[config.mk]
export PLATFORM = sky130hd
export DESIGN_NAME = fetch_stage
export DESIGN_NICKNAME = d
export VERILOG_FILES = /design/src/rtl/fetch_stage_pkg.sv /design/src/rtl/fetch_stage_if_id_reg.sv /design/src/rtl/fetch_stage.sv
export SDC_FILE = /design/constraint.sdc
export NUM_CORES = 1
export LEC_CHECK = 0
export CORE_ASPECT_RATIO = 1.75
export CORE_UTILIZATION = 48
export DETAILED_ROUTE_END_ITERATION = 6
export PLACE_DENSITY = 0.85
export SYNTH_ARGS = -nofsm -noshare
export SYNTH_HDL_FRONTEND = slang
export SYNTH_SLANG_ARGS = --single-unit
[constraint.sdc]
create_clock -name clk -period 3.71 [get_ports clk]
set_clock_uncertainty 0.2 [all_clocks]
set_input_delay 0.371 -clock clk [delete_from_list [all_inputs] [get_ports clk]]
set_output_delay 0.371 -clock clk [all_outputs]
set_load 0.01 [all_outputs]
[src/rtl/fetch_stage_pkg.sv]
// Shared fetch/decode constants and the IF/ID register layout consumed by decode.
package fetch_stage_pkg;

    localparam logic [31:0] RESET_VECTOR = 32'h0000_0000;
    localparam logic [31:0] NOP_INSTR    = 32'h0000_0013;

    typedef struct packed {
        logic        valid;
        logic [31:0] pc;
        logic [31:0] pc_plus4;
        logic [31:0] instruction;
    } if_id_t;

endpackage

[src/rtl/fetch_stage_if_id_reg.sv]
// IF/ID pipeline register: flush wins over load; reset and flush give an empty NOP slot.
module if_id_reg
    import fetch_stage_pkg::*;
#(
    parameter logic [31:0] NOP_WORD = 32'h0000_0013
) (
    input  logic   clk,
    input  logic   reset,
    input  logic   load,
    input  logic   flush,
    input  if_id_t d,
    output if_id_t q
);

    if_id_t q_q;
    if_id_t q_d;
    if_id_t empty_slot;

    always_comb begin
        empty_slot             = '0;
        empty_slot.instruction = NOP_WORD;
        q_d                    = q_q;
        if (flush) begin
            q_d = empty_slot;
        end else if (load) begin
            q_d = d;
        end
    end

    always_ff @(posedge clk) begin
        if (reset) begin
            q_q <= empty_slot;
        end else begin
            q_q <= q_d;
        end
    end

    assign q = q_q;

endmodule

[src/rtl/fetch_stage.sv]
// Instruction fetch: owns the word PC, drives InstructionMem and fills the IF/ID register,
// honouring decode back-pressure, redirects and misaligned-target faults.
module fetch_stage #(
    parameter logic [31:0] RESET_PC  = fetch_stage_pkg::RESET_VECTOR,
    parameter logic [31:0] NOP_INSTR = fetch_stage_pkg::NOP_INSTR
) (
    input  logic        clk,
    input  logic        reset,
    output logic [29:0] imem_pc,
    input  logic [31:0] imem_instruction,
    input  logic        id_ready,
    input  logic        redirect_valid,
    input  logic [31:0] redirect_pc,
    output logic        if_id_valid,
    output logic [31:0] if_id_pc,
    output logic [31:0] if_id_pc_plus4,
    output logic [31:0] if_id_instruction,
    output logic        fetch_fault,
    output logic [31:0] fetch_fault_pc
);
    import fetch_stage_pkg::*;

    logic [29:0] pc_q, pc_d;
    logic        fault_q, fault_d;
    logic [31:0] fault_pc_q, fault_pc_d;
    logic        advance;
    logic        load;
    logic        flush;
    logic [29:0] pc_inc;
    if_id_t      if_id_d;
    if_id_t      if_id_q;

    assign advance = !if_id_q.valid || id_ready;
    assign pc_inc  = pc_q + 30'd1;

    always_comb begin
        pc_d       = pc_q;
        fault_d    = fault_q;
        fault_pc_d = fault_pc_q;
        load       = 1'b0;
        flush      = 1'b0;

        if_id_d.valid       = 1'b1;
        if_id_d.pc          = {pc_q, 2'b00};
        if_id_d.pc_plus4    = {pc_inc, 2'b00};
        if_id_d.instruction = imem_instruction;

        // A redirect always flushes, even against a stalled decode, leaving one bubble.
        if (redirect_valid) begin
            pc_d  = redirect_pc[31:2];
            flush = 1'b1;
            if (redirect_pc[1:0] != 2'b00) begin
                fault_d    = 1'b1;
                fault_pc_d = redirect_pc;
            end else begin
                fault_d = 1'b0;
            end
        end else if (fault_q) begin
            flush = 1'b1;
        end else if (advance) begin
            load = 1'b1;
            pc_d = pc_inc;
        end
    end

    always_ff @(posedge clk) begin
        if (reset) begin
            pc_q       <= RESET_PC[31:2];
            fault_q    <= 1'b0;
            fault_pc_q <= 32'h0;
        end else begin
            pc_q       <= pc_d;
            fault_q    <= fault_d;
            fault_pc_q <= fault_pc_d;
        end
    end

    if_id_reg #(
        .NOP_WORD(NOP_INSTR)
    ) u_if_id_reg (
        .clk  (clk),
        .reset(reset),
        .load (load),
        .flush(flush),
        .d    (if_id_d),
        .q    (if_id_q)
    );

    assign imem_pc           = pc_q;
    assign if_id_valid       = if_id_q.valid;
    assign if_id_pc          = if_id_q.pc;
    assign if_id_pc_plus4    = if_id_q.pc_plus4;
    assign if_id_instruction = if_id_q.instruction;
    assign fetch_fault       = fault_q;
    assign fetch_fault_pc    = fault_pc_q;

endmodule

After elaboration in Yosys (flattened, before gate mapping)
Cells that the tools add are included.

storage, ports and cells
  input bits = 68
  output and inout port bits = 160
  register bits after elaboration = 156
  word-level logic and storage cells = 25

operators by class
  add/subtract/negate cells = 1
  muxes and demuxes = 9
  equality and inequality tests = 1
  reduce and logical (&&, ||, !) cells = 7

operators with widths
  cell                                                             number
  30-bit two-way mux                                               3
  30-bit by 1-bit adder with 30-bit output, second input constant  1
  1-bit two-way mux                                                6
  2-bit AND reduction                                              2
  2-bit nonzero test                                               2
  2-bit inequality test, second input constant                     1
  2-bit OR reduction                                               1
  1-bit logical NOT                                                1
  1-bit logical OR                                                 1

Depth between registers and ports, before layout
  word-level depth = 5
  mapped depth = 8
  depth with buffers taken out = 6

Cells and area by module
Synthesis repeated with hierarchy kept, for this count alone.

unflattened totals
  cells, all modules = 740
  area total of the unflattened synthesis = 6,744.0 sq um

by module, submodules not included
  module       times used  area each (sq um)  cells each  sequential area each (sq um)
  if_id_reg    1           3,478.3            315         1,941.9
  fetch_stage  1           3,265.6            425         1,261.2

Least setup slack after synthesis
Ideal clock, no wire load.

  path kind = flip-flop to flip-flop
  start = register pc_q[3] (netlist: imem_pc[3])
  end = register pc_q[23] (netlist: imem_pc[23])
  data arrival time = 2,064 ps
  clock period less this slack = 2,398 ps
  setup time = 134 ps
  cell stages (with the launch flop) = 7
  data required time = 3,376 ps
  path buffers = 1
  path slack = 1,312 ps
  path through = dfxtp_1 > clkbuf_2 > nand4_4 > or4_4 > or4_4 > o211ai_1 > o311ai_1

on the way
  word-level cells in the longest chain between the ends = 4

RTL lines
  element                                   line               RTL
  from (decl)                               fetch_stage.sv:23  logic [29:0] pc_q, pc_d;
  from (signal assigned)                    fetch_stage.sv:68  pc_q <= RESET_PC[31:2];
  from (signal assigned)                    fetch_stage.sv:72  pc_q <= pc_d;
  30-bit by 1-bit adder with 30-bit output  fetch_stage.sv:34  assign pc_inc = pc_q + 30'd1;
  30-bit two-way mux                        fetch_stage.sv:60  end else if (advance) begin
  30-bit two-way mux                        fetch_stage.sv:58  end else if (fault_q) begin
  30-bit two-way mux                        fetch_stage.sv:49  if (redirect_valid) begin

Every way passes these cells. The select of a mux whose other input is x is not followed.
A chain may end at the register's enable or synchronous reset.

Final worst setup path
  start = register pc_q[0] (netlist: imem_pc[0])
  end = register pc_q[24] (netlist: imem_pc[24])

Same word-level chain as after synthesis.

==> results.sh <==
export IMPL_cts_sinks=156
export IMPL_ios=228
export IMPL_seq_power_share_pct=46.0
export IMPL_finalCritPeriodShare_pct=74.1
export IMPL_clkPwrFrac_pct=41.0
export IMPL_htree_levels=4
export IMPL_criticalPathCategory="flip-flop to flip-flop"
export IMPL_drtIter0Drc=391
export IMPL_fmax_ghz=0.364
export IMPL_via_per_inst=5.39
export IMPL_hold_path_startpoint="fetch_fault_pc[16]"
export IMPL_gp_congestion=0.916
export IMPL_ir_drop_v=0.000349
export IMPL_yosys_warnings=0
export IMPL_drv_cap=0
export IMPL_hold_violations=0
export IMPL_combPwrFrac_pct=12.9
export IMPL_syn_inst=790
export IMPL_synth_cell_types=53
export IMPL_wl_per_cell_microns=16.4
export IMPL_grt_pass1_wl_microns=29500
export IMPL_cp_start_kind="flip-flop"
export IMPL_layout_min_cycle_time_ps=2750
export IMPL_grt_max_degree=72
export IMPL_diodes=0
export IMPL_run_status="finished, final reports clean"
export IMPL_placed_cells=1127
export IMPL_cts_buffers=17
export IMPL_fin_ws_ps=961
export IMPL_syn_cell_area_sq_um=6390
export IMPL_fin_nets=1044
export IMPL_die_h_microns=155
export IMPL_dp_slack_ps=914
export IMPL_end_kind="flip-flop"
export IMPL_p_int_w=0.00288
export IMPL_whs_endpoint="fetch_fault_pc[16]"
export IMPL_synthFlopType="dfxtp_1"
export IMPL_dp_hpwl_microns=13600
export IMPL_cts_root_buffer="clkbuf_16"
export IMPL_holdPathStages=2
export IMPL_yosysTopAreaCell="dfxtp_1"
export IMPL_p_sw_w=0.00108
export IMPL_numPortBuffers=223
export IMPL_yosys_top_cells_count="208 x nand2_1, 156 x dfxtp_1, 130 x a21oi_1"
export IMPL_fin_setup_tns_ps=0
export IMPL_area_growth_pct=42.5
export IMPL_synth_top_cell_area_share_pct=48.9
export IMPL_dr_total_vias=6242
export IMPL_drc=0
export IMPL_synthArstFlopShare_pct=0
export IMPL_gr_total_overflow=0
export IMPL_finalNonFillerCells=1158
export IMPL_r2r_end="imem_pc[24]"
export IMPL_drive_above_1_share_pct=6.28
export IMPL_slew_violations=0
export IMPL_arrival_ps=2880
export IMPL_regArea_sq_um=3120
export IMPL_ctsHoldBuffers=0
export IMPL_worstPathRequired_ps=3840
export IMPL_yosys_top_cells_area="dfxtp_1 49%, nand2_1 12%, a21oi_1 10%"
export IMPL_maxSlewHeadroom_pct=44.1
export IMPL_rsz0062_at_grt="no"
export IMPL_initial_core_util_pct=49.4
export IMPL_syn_area_per_cell_sq_um=8.09
export IMPL_cts_resized_gates=0
export IMPL_finalSetupViolations=0
export IMPL_routed_wl_microns=19000
export IMPL_drt_pass1_iter_count=5
export IMPL_rows=55
export IMPL_antenna_found_initial=0
export IMPL_leakage_nw=3.17
export IMPL_hold_path_class="flip-flop to flip-flop"
export IMPL_p_per_area_nw_per_um2=435
export IMPL_clockBufferDepth=2
export IMPL_grt_usage_pct=27.9
export IMPL_die_area_sq_um=13800
export IMPL_rr_startpoint="imem_pc[0]"
export IMPL_seq_area_frac_synth_pct=48.9
export IMPL_synth_edf_count=0
export IMPL_multi_input_area_sq_um=2890
export IMPL_fillCellCount=1059
export IMPL_power_switching_share_pct=27.2
export IMPL_grt_pass1_vias=5744
export IMPL_path_clk_slew_ps=60
export IMPL_cts_tree="done"
export IMPL_tightest_slew_ps=832
export IMPL_fp_dieW_microns=89.2
export IMPL_rrSetupSlack_ps=960
export IMPL_ys_ff_latch=156
export IMPL_cts_setup_buffers=0
export IMPL_yosysMostFrequentCell="nand2_1"
export IMPL_clock_latency_ps=420
export IMPL_reg2reg_depth=6
export IMPL_core_area_sq_um=12900
export IMPL_ant_nets=0
export IMPL_path_max_fanout=8
==> worst max-delay path: stages, from the launching register on <==
cell and delay, ps:
dfxtp_1 550, ha_1 420, nand3_1 170, nor3_1 670, nand4_1 220, xor2_1 200, a211oi_1 220
==> power groups by stage <==
| stage | sequential [W] | clock [W] | combinational, W |
|---|---|---|---|
| 6_report | 0.00182 | 0.00162 | 0.000513 |
| 5_1_grt | 0.00183 | 0.00174 | 0.000553 |
| 4_1_cts | 0.00182 | 0.00165 | 0.000512 |
| 3_5_place_dp | 0.00186 | 0 | 0.000509 |
| 3_3_place_gp | 0.00186 | 0 | 0.000502 |
| 2_1_floorplan | 0.00186 | 0 | 0.000243 |
==> logic make-up after synthesis <==
group | after synthesis | share of synthesized area (%)
xor gates and xnor gates | 38 | 5.21
DFF | 156 | 48.9
other | 1 | 0.0587
muxes | 1 | 0.157
AOI/OAI and AO/OA | 201 | 17.5
buffers and inverters | 77 | 6.35
and+or+nand+nor | 315 | 21.7
adders and majority gates | 1 | 0.196
==> metrics by stage <==
| step | hold slack (ps) | utilization [%] | instance area, sq um | power [W] |
|---|---|---|---|---|
| after detailed placement | 246 | 66.2 | 8560 | 0.00237 |
| after CTS | 254 | 70.4 | 9110 | 0.00398 |
| after global placement | 240 | 66.2 | 8560 | 0.00236 |
| after floorplan | 275 | - | 6400 | 0.00210 |
| final | 253 | 70.4 | 9110 | 0.00396 |
| after global routing | 269 | 70.4 | 9110 | 0.00412 |
==> metal layers <==
| metal | global-route usage [%] | wire length [microns] | up-vias |
|---|---|---|---|
| li1 | - | - | 3032 |
| met1 | 31.4 | 7020 | 2861 |
| met3 | 6.51 | 1470 | 55 |
| met5 | 0 | 0 | - |
| met2 | 48.1 | 9680 | 294 |
| met4 | 14.0 | 796 | 0 |
==> how the worst max path moves through the flow <==
stage / end / slack [ps] / cells after the start / startpoint
after global routing: imem_pc[20] / 820 / 6 / imem_pc[0]
final: imem_pc[24] / 960 / 6 / imem_pc[0]
after detailed placement: imem_pc[9] / 910 / 7 / redirect_valid
after global placement: imem_pc[9] / 930 / 7 / redirect_valid
after floorplan: imem_pc[23] / 1310 / 6 / imem_pc[3]
after CTS: imem_pc[24] / 1040 / 6 / imem_pc[0]
==> state kept, by name (all words and copies together), names as in the netlist <==
register,cells
imem_pc,30
u_if_id_reg.q,93
fetch_fault_pc,32
fetch_fault,1
==> placed cells by master (no fill, tap or decap), drive strengths merged, types with 4 or more instances in the layout <==
| master | synthesis | layout |
|---|---|---|
| a211oi | 13 | 13 |
| a21o | 4 | 4 |
| a21oi | 131 | 131 |
| a221o | 4 | 4 |
| and3 | 11 | 11 |
| buf | 15 | 13 |
| clkbuf | 56 | 18 |
| clkdlybuf4s50 | 0 | 222 |
| conb | 1 | 4 |
| dfxtp | 156 | 156 |
| inv | 5 | 13 |
| nand2 | 208 | 208 |
| nand3 | 19 | 19 |
| nand4 | 12 | 12 |
| nor2 | 32 | 32 |
| nor3 | 15 | 15 |
| o21ai | 31 | 31 |
| o22ai | 8 | 8 |
| or4 | 4 | 4 |
| xnor2 | 18 | 18 |
| xor2 | 20 | 20 |
==> cell type report <==
type                       count  share of cell area (%)
inverter                       5                   0.206
clock inverter                13                    1.18
sequential                   156                    34.3
clock buffer                  18                    4.82
timing repair buffer         235                    25.4
tap                          171                    2.35
multi-input combinational    560                    31.7
Note: power is estimated with default switching activity, not from simulation.
